==> src/rtl/gen_done_signaller.sv <==
// gen_done_signaller: bank of N_GENERATORS valid/ready transaction
// generators sharing one start pulse; each pulses done[i] when finished.
// Ports: clk, rst_n (async low), start, num_txn[i*CW+:CW], txn_valid,
//   txn_ready, txn_data[i*(8+CW)+:8+CW]={i,seq}, busy, done.
// Optional: define GEN_DONE_COUNT_EN to add done_count and all_done.
module gen_done_signaller #(
  parameter int N_GENERATORS = 4,
  parameter int CW           = 8
) (
  input  logic                           clk,
  input  logic                           rst_n,
  input  logic                           start,
  input  logic [N_GENERATORS*CW-1:0]     num_txn,
  output logic [N_GENERATORS-1:0]        txn_valid,
  input  logic [N_GENERATORS-1:0]        txn_ready,
  output logic [N_GENERATORS*(8+CW)-1:0] txn_data,
  output logic [N_GENERATORS-1:0]        busy,
  output logic [N_GENERATORS-1:0]        done
`ifdef GEN_DONE_COUNT_EN
  ,
  output logic [$clog2(N_GENERATORS+1)-1:0] done_count,
  output logic                              all_done
`endif
);

  typedef enum logic [1:0] {
    IDLE = 2'd0,
    RUN  = 2'd1,
    DONE = 2'd2
  } state_t;

  for (genvar g = 0; g < N_GENERATORS; g++) begin : g_ch
    localparam logic [7:0] ID = 8'(g);

    state_t        st_q, st_d;
    logic [CW-1:0] cnt_q, cnt_d;
    logic [CW-1:0] seq_q, seq_d;
    logic [CW-1:0] req;

    assign req = num_txn[g*CW +: CW];

    always_ff @(posedge clk or negedge rst_n) begin
      if (!rst_n) begin
        st_q  <= IDLE;
        cnt_q <= '0;
        seq_q <= '0;
      end else begin
        st_q  <= st_d;
        cnt_q <= cnt_d;
        seq_q <= seq_d;
      end
    end

    always_comb begin
      st_d  = st_q;
      cnt_d = cnt_q;
      seq_d = seq_q;
      unique case (st_q)
        IDLE: begin
          if (start) begin
            cnt_d = req;
            seq_d = '0;
            st_d  = (req == '0) ? DONE : RUN;
          end
        end
        RUN: begin
          if (txn_ready[g]) begin
            // seq tops out at cnt, which never exceeds 2^CW-1
            seq_d = seq_q + CW'(1);
            if (seq_q == cnt_q - CW'(1))
              st_d = DONE;
          end
        end
        DONE:    st_d = IDLE;
        default: st_d = IDLE;
      endcase
    end

    assign txn_valid[g] = (st_q == RUN);
    assign busy[g]      = (st_q != IDLE);
    assign done[g]      = (st_q == DONE);
    // data gated by valid so idle channels present zero
    assign txn_data[g*(8+CW) +: 8+CW] =
      (st_q == RUN) ? {ID, seq_q} : '0;
  end

`ifdef GEN_DONE_COUNT_EN
  localparam int DW = $clog2(N_GENERATORS+1);
  localparam int SW = DW + 1;

  logic [SW-1:0] pop;
  logic [SW-1:0] sum;

  always_comb begin
    pop = '0;
    for (int k = 0; k < N_GENERATORS; k++)
      pop = pop + SW'(done[k]);
    sum = SW'(done_count) + pop;
  end

  always_ff @(posedge clk or negedge rst_n) begin
    if (!rst_n)
      done_count <= '0;
    else if (start)
      done_count <= '0;
    else if (sum >= SW'(N_GENERATORS))
      done_count <= DW'(N_GENERATORS);
    else
      done_count <= sum[DW-1:0];
  end

  assign all_done = (done_count == DW'(N_GENERATORS));
`endif

endmodule

==> config.mk <==
export PLATFORM = sky130hd
export DESIGN_NAME = gen_done_signaller
export DESIGN_NICKNAME = d
export VERILOG_FILES = /design/src/rtl/gen_done_signaller.sv
export SDC_FILE = /design/constraint.sdc
export NUM_CORES = 1
export LEC_CHECK = 0
export ABC_AREA = 0
export BUFFER_PORTS_ARGS = -buffer_cell sky130_fd_sc_hd__clkbuf_2
export CAP_MARGIN = 20
export CELL_PAD_IN_SITES_DETAIL_PLACEMENT = 1
export CELL_PAD_IN_SITES_GLOBAL_PLACEMENT = 1
export CORE_AREA = 2 2 110 112
export DETAILED_ROUTE_END_ITERATION = 10
export DIE_AREA = 0 0 112 114
export PLACE_DENSITY_LB_ADDON = 0.1
export SLEW_MARGIN = 0
export SYNTH_ARGS = -nofsm -noshare
export SYNTH_HDL_FRONTEND = slang
export SYNTH_SLANG_ARGS = --single-unit
==> constraint.sdc <==
create_clock -name clk -period 2.85 [get_ports clk]
set_input_delay 0 -clock clk [delete_from_list [all_inputs] [get_ports clk]]
set_output_delay 0 -clock clk [all_outputs]
set_load 0.02 [all_outputs]
==> impl_metrics.ini, run 1 <==
[worst_setup_path]
crit_path_frequent_cell = xnor2_1
path_buf_inv = 1
worstPathRequired_ns = 3.06
cp_max_fo = 6
end_kind = flip-flop
slowest_delay_ns = 0.48
cpMaxStageDelayCell = or4_4
startpoint = g_ch[2].cnt_q[0]
worstPathArrival_ns = 2.37
path_delay_family = simple AND/OR/NAND/NOR gates
r2r_start = g_ch[2].cnt_q[0]
cp-start-kind = flip-flop
setup.worst_path.class = reg -> reg
crit_chain = inv_1, ha_1, xnor2_1, xnor2_1, or4_4, a211oi_2, o21ai_0

[timing]
hold_violations = 0
clock_skew_ns = 0.00414
setup_viol = 0
setup_tns_ns = 0
rsz0062_at_grt = false
worst_pin_slew_ns = 0.895
timing.slew.headroom = 0.403
hold_ws_ns = 0.131
slew_viol_final = 0
period_needed_ns = 2.16
fmax_mhz = 464
fin_crit_sh = 0.756

[logic_synthesis]
yosysUniqueCellTypes = 56
synth_edf_count = 0
synthFlopType = dfrtp_1
syn_area_per_cell_um2 = 9.28
yosysSeqAreaShare = 0.386
yosys_warnings = 0
ys_top_cells_by_area = dfrtp_1 39%, xor2_1 6.0%, xnor2_1 5.4%
synth_seq_cells = 72
yosysMostFrequentCell = dfrtp_1
yosysTopAreaCellShare = 0.386
syn_inst = 503
netlist_area_mm2 = 0.00467
yosysTopAreaCell = dfrtp_1
netlist_top_cells_count = 72 x dfrtp_1, 35 x nand2_1, 35 x nor2_1, 32 x buf_4, 32 x xor2_1
async_flop_share = 1.00

[flow_run]
cap_viol_max_count = 0

[routing]
routedWlPerCell_um = 16.3
via_count = 3999
antenna_left = 0
drt_pass1_iterations = 4
totalWireLength_mm = 12.6
drt_iter0_markers = 114
drc = 0
vias_per_cell = 5.17

[pwr]
leakage_nw = 2.66
p_int_w = 0.00323
p_seq_frac = 0.359
p_sw_w = 0.00248
switching_share = 0.435
clkPwrFrac = 0.176
ir_drop_uv = 459
p_per_area_mw_per_mm2 = 990
p_comb_frac = 0.465

[clock_tree]
cts.sinks = 72
cts.path.max_buffers = 2
clkTransAtPathRegs_ns = 0.05
numCtsBuffers = 9
root_buffer = clkbuf_16
cts_setup_buffers = 0
post_cts_resized = 0
clk_latency_ns = 0.34
cts_hold_buf = 37
cts_tree = built
h-tree-depth = 3

[die]
die_w_um = 112
io_pins = 115
design.core.area_mm2 = 0.0117
die_h_um = 114
core.rowCount = 40
start_util = 0.398
dieArea_mm2 = 0.0128

[place]
gp_congestion = 0.784
dp_cells = 723
io_buffers = 86
dp_hpwl_mm = 8.90

[outcome]
status = finished clean

[global_routing]
grt_first_pass_wirelength_mm = 21.3
track_usage = 0.208
antenna_found_initial = 0
grt_overflow = 0
grt_pass1_vias = 4332
grt_max_degree = 39

[cells_and_area]
diodes = 0
area_delta_synth_final_pct = 23.7
fin_cells = 774
nets = 671
drive_gt1_frac = 0.230

[min_path]
worstHoldStart = start
min_path_type = in -> reg
==> per-stage QoR <==
step	power (W)	instance area, um2	utilization	worst slack (ns)
floorplan	0.00394	4770	-	0.882
global placement	0.00458	5140	0.439	0.823
detailed placement	0.00469	5140	0.439	0.722
CTS	0.00579	5770	0.493	0.691
global route	0.00619	5770	0.493	0.524
finish	0.00571	5770	0.493	0.694
==> logic make-up after synthesis <==
logic type,Yosys count,synth area share
AOI/OAI and AO/OA,68,0.104
xor gates and xnor gates,61,0.115
adders and majority gates,8,0.0215
buffers and inverters,68,0.0810
DFF,72,0.386
muxes,24,0.0571
other,1,0.000804
and+or+nand+nor,201,0.235
==> area by class of cell <==
class	instances	area [um2]
fill	1387	5940
multi-input combinational	390	2590
sequential	72	1800
timing repair buffer	129	858
clock buffer	13	250
tap	147	184
inverter	22	82.6
clock inverter	1	5.00
==> worst paths after layout <==
path	to	slack [ns]	cells after the start
hold / removal	g_ch[0].st_q[0]	0.13	3
hold reg to reg	g_ch[3].cnt_q[7]	0.52	1
max in group asynchronous	g_ch[0].cnt_q[0]	1.83	3
min in group asynchronous	g_ch[3].seq_q[7]	0.32	2
setup reg to reg	g_ch[2].st_q[0]	0.69	7
setup / recovery	g_ch[2].st_q[0]	0.69	7
==> registers in the layout, indices dropped and copies added, names as in the netlist <==
name / flops
g_ch.seq_q: 32
g_ch.st_q: 8
g_ch.cnt_q: 32
==> metal layers <==
| metal | share of wire | vias up | GRT usage | wire length (um) |
|---|---|---|---|---|
| met3 | 0.029 | 17 | 0.0271 | 368 |
| met4 | 0.021 | 0 | 0.0813 | 265 |
| met5 | 0 | - | 0 | 0 |
| met2 | 0.51 | 80 | 0.369 | 6420 |
| met1 | 0.44 | 1975 | 0.258 | 5550 |
| li1 | - | 1927 | - | - |
==> worst min-delay path, stage by stage <==
cell	delay, ns
clkbuf_2	0.17
a21oi_1	0.18
a311oi_2	0.06
==> power groups by stage <==
stage | Sequential (W) | Clock [W] | Combinational (W)
after global placement | 0.00204 | 0 | 0.00253
after floorplan | 0.00183 | 0 | 0.00211
after global routing | 0.00214 | 0.00107 | 0.00297
after detailed placement | 0.00207 | 0 | 0.00262
after CTS | 0.00206 | 0.00104 | 0.00269
final | 0.00205 | 0.00100 | 0.00266
==> placed cells by master, fill, tap and decap left out, types with 14 or more instances in the layout <==
| master | count |
|---|---|
| nand4_1 | 14 |
| nor2_1 | 35 |
| xnor2_1 | 29 |
| nor3_1 | 15 |
| dfrtp_1 | 72 |
| clkbuf_2 | 85 |
| o21ai_0 | 22 |
| conb_1 | 28 |
| nand3_1 | 15 |
| mux2_2 | 21 |
| nand2_1 | 35 |
| dlygate4sd3_1 | 37 |
| and2_1 | 30 |
| inv_1 | 22 |
| xor2_1 | 32 |
Note: power is estimated with default switching activity, not from simulation.
==> inputs of run 2 (changes only) <==
--- a/config.mk
+++ b/config.mk
@@ -10,9 +10,9 @@
 export CAP_MARGIN = 20
 export CELL_PAD_IN_SITES_DETAIL_PLACEMENT = 1
 export CELL_PAD_IN_SITES_GLOBAL_PLACEMENT = 1
-export CORE_AREA = 2 2 110 112
+export CORE_AREA = 2 2 116 118
 export DETAILED_ROUTE_END_ITERATION = 10
-export DIE_AREA = 0 0 112 114
+export DIE_AREA = 0 0 118 120
 export PLACE_DENSITY_LB_ADDON = 0.1
 export SLEW_MARGIN = 0
 export SYNTH_ARGS = -nofsm -noshare
==> constraint.sdc (replaced) <==
create_clock -name clk -period 1.83 [get_ports clk]
set_input_delay 0 -clock clk [delete_from_list [all_inputs] [get_ports clk]]
set_output_delay 0 -clock clk [all_outputs]
set_load 0.02 [all_outputs]
==> run 2 against run 1 <==
Net effect: the flow now finishes with violations (negative setup slack); sequential share of layout area shrank 2.4 points; critical path type unchanged; routed wire length grew 3.2%; first-iteration DRC count grew 14%; utilization shrank 1.1 points; clock power grew 66%; sequential cell count is the same; highest routed layer unchanged.
==> impl_metrics.ini, run 2 (same netlist as run 1, synthesis figures left out) <==
[cells_and_area]
drive_gt1_frac = 0.307
final_cell_mix = 85 x clkbuf_2, 72 x dfrtp_1, 45 x buf_4
fin_cells = 844
nets = 711
finish.instance_area_mm2 = 0.00626
diodes = 0
final_common_cell = clkbuf_2
reg_top3 = g_ch.cnt_q x32, g_ch.seq_q x32, g_ch.st_q x8
area_delta_synth_final_pct = 34.1

[clock_tree]
root_buffer = clkbuf_16
numCtsBuffers = 9
clkTransAtPathRegs_ns = 0.06
cts.sinks = 72
cts.path.max_buffers = 2
cts_tree = built
clk_latency_ns = 0.34
h-tree-depth = 3

[die]
core.rowCount = 42
design.core.area_mm2 = 0.0130
die_w_um = 118
dieArea_mm2 = 0.0142
io_pins = 115
die_h_um = 120
start_util = 0.359

[min_path]
min_path_type = in -> reg
hold_depth = 3
worstHoldStart = start
holdPathEnd = g_ch[0].st_q[0]

[global_routing]
track_usage = 0.195
grt_first_pass_wirelength_mm = 22.1
grt_pass1_vias = 4525
antenna_found_initial = 0
grt_overflow = 0
grt_max_degree = 73

[timing]
rsz0062_at_grt = true
slew_viol_final = 0
worst_pin_slew_ns = 0.590
period_needed_ns = 1.90
hold_violations = 0
fin_crit_sh = 1.04
timing.slew.headroom = 0.603
clock_skew_ns = 0.00525
setup_ws_ns = -0.0665
fmax_mhz = 527
setup_tns_ns = -0.128
setup_viol = 2

[pwr]
p_per_area_mw_per_mm2 = 1600
leakage_nw = 2.87
switching_share = 0.424
clkPwrFrac = 0.166
p_seq_frac = 0.305
p_sw_w = 0.00424
ir_drop_uv = 620
p_comb_frac = 0.529
p_int_w = 0.00576

[flow_run]
cap_viol_max_count = 0

[worst_setup_path]
crit_chain = inv_2, ha_4, or3b_4, o31a_1, o2111ai_2, a311oi_2, o31a_1
worstPathRequired_ns = 2.06
reg2regPathDepth = 7
cp-start-kind = flip-flop
worstPathArrival_ns = 2.13
end_kind = flip-flop
cp_max_fo = 3
setup.worst_path.class = reg -> reg
reg2reg_slack_ns = -0.07
slowest_delay_ns = 0.40
r2r_end = g_ch[0].st_q[1]
crit_path_frequent_cell = o31a_1
r2r_start = g_ch[0].cnt_q[0]
cpMaxStageDelayCell = dfrtp_1

[place]
placed_area_mm2 = 0.00547
gp_congestion = 0.843
io_buffers = 86
dp_cells = 786
dp_hpwl_mm = 9.40

[routing]
drt_pass1_iterations = 4
antenna_left = 0
vias_per_cell = 4.90
drc = 0
via_count = 4138
drt_iter0_markers = 130
routedWlPerCell_um = 15.4
totalWireLength_mm = 13.0

[outcome]
status = finished with violations
violations = negative setup slack
run 2: cell types whose count changed in the layout (fill, tap and decap cells not counted), moves of 2 or more:
cell and change:
o21ai_0 -3, inv_1 -8, ha_4 +4, o21ai_1 +3
nor4_1 -2, buf_4 +40, ha_1 -4, inv_2 +8
run 2: how the worst max path moves through the flow:
stage,startpoint,endpoint,slack (ns),depth (start not counted)
floorplan,g_ch[0].cnt_q[0],g_ch[0].st_q[1],-0.06,7
global placement,g_ch[0].cnt_q[0],g_ch[0].st_q[0],-0.04,7
detailed placement,g_ch[0].cnt_q[0],g_ch[0].st_q[0],-0.14,7
CTS,g_ch[0].cnt_q[0],g_ch[0].st_q[0],-0.09,7
global route,g_ch[0].cnt_q[0],g_ch[0].st_q[0],-0.20,7
finish,g_ch[0].cnt_q[0],g_ch[0].st_q[1],-0.07,7
run 2: power by group through the flow:
stage / combinational [W] / sequential (W) / clock, W
floorplan: 0.00336 / 0.00286 / 0
global placement: 0.00470 / 0.00299 / 0
detailed placement: 0.00485 / 0.00304 / 0
CTS: 0.00509 / 0.00304 / 0.00171
global route: 0.00587 / 0.00319 / 0.00177
finish: 0.00529 / 0.00305 / 0.00166
run 2: per-layer routing:
metal | GRT usage | share of wire | wire (um)
met1 | 0.243 | 0.45 | 5800
met3 | 0.0285 | 0.027 | 356
met2 | 0.341 | 0.51 | 6650
met4 | 0.0761 | 0.015 | 190
met5 | 0 | 0 | 0
run 2: worst max-delay path, delay by kind of cell, from the launching register on:
kind	cells	cell delay, ns
AO/OA/AOI/OAI	4	0.77
AND/OR/NAND/NOR	1	0.38
flip-flops	1	0.40
adder cells (fa/ha/maj)	1	0.13
buffers and inverters	1	0.09
run 2: through the flow:
stage / power [W] / worst slack (ns) / util / hold WS, ns
3_5_place_dp: 0.00789 / -0.144 / 0.421 / 0.0743
6_report: 0.0100 / -0.0665 / 0.482 / 0.118
3_3_place_gp: 0.00769 / -0.0376 / 0.421 / 0.0662
4_1_cts: 0.00984 / -0.0928 / 0.475 / 0.117
5_1_grt: 0.0108 / -0.204 / 0.482 / 0.146
2_1_floorplan: 0.00622 / -0.0614 / - / -0.296
run 2: cell type report:
type / count / area, um2
Timing Repair Buffer: 169 / 1160
Sequential cell: 72 / 1800
Fill cell: 1564 / 6720
Clock buffer: 15 / 268
Multi-Input combinational cell: 390 / 2730
Tap cell: 176 / 220
Inverter: 22 / 82.6
run 2: repair_timing:
| action | in CTS | in global routing |
|---|---|---|
| setup buffers | 2 | 4 |
| hold buffers | 37 | 0 |
| hold endpoints to repair | 111 | 0 |
| endpoints found under the setup margin | 6 | 8 |
| pin swaps | 4 | 6 |
| resized for setup | 12 | 13 |
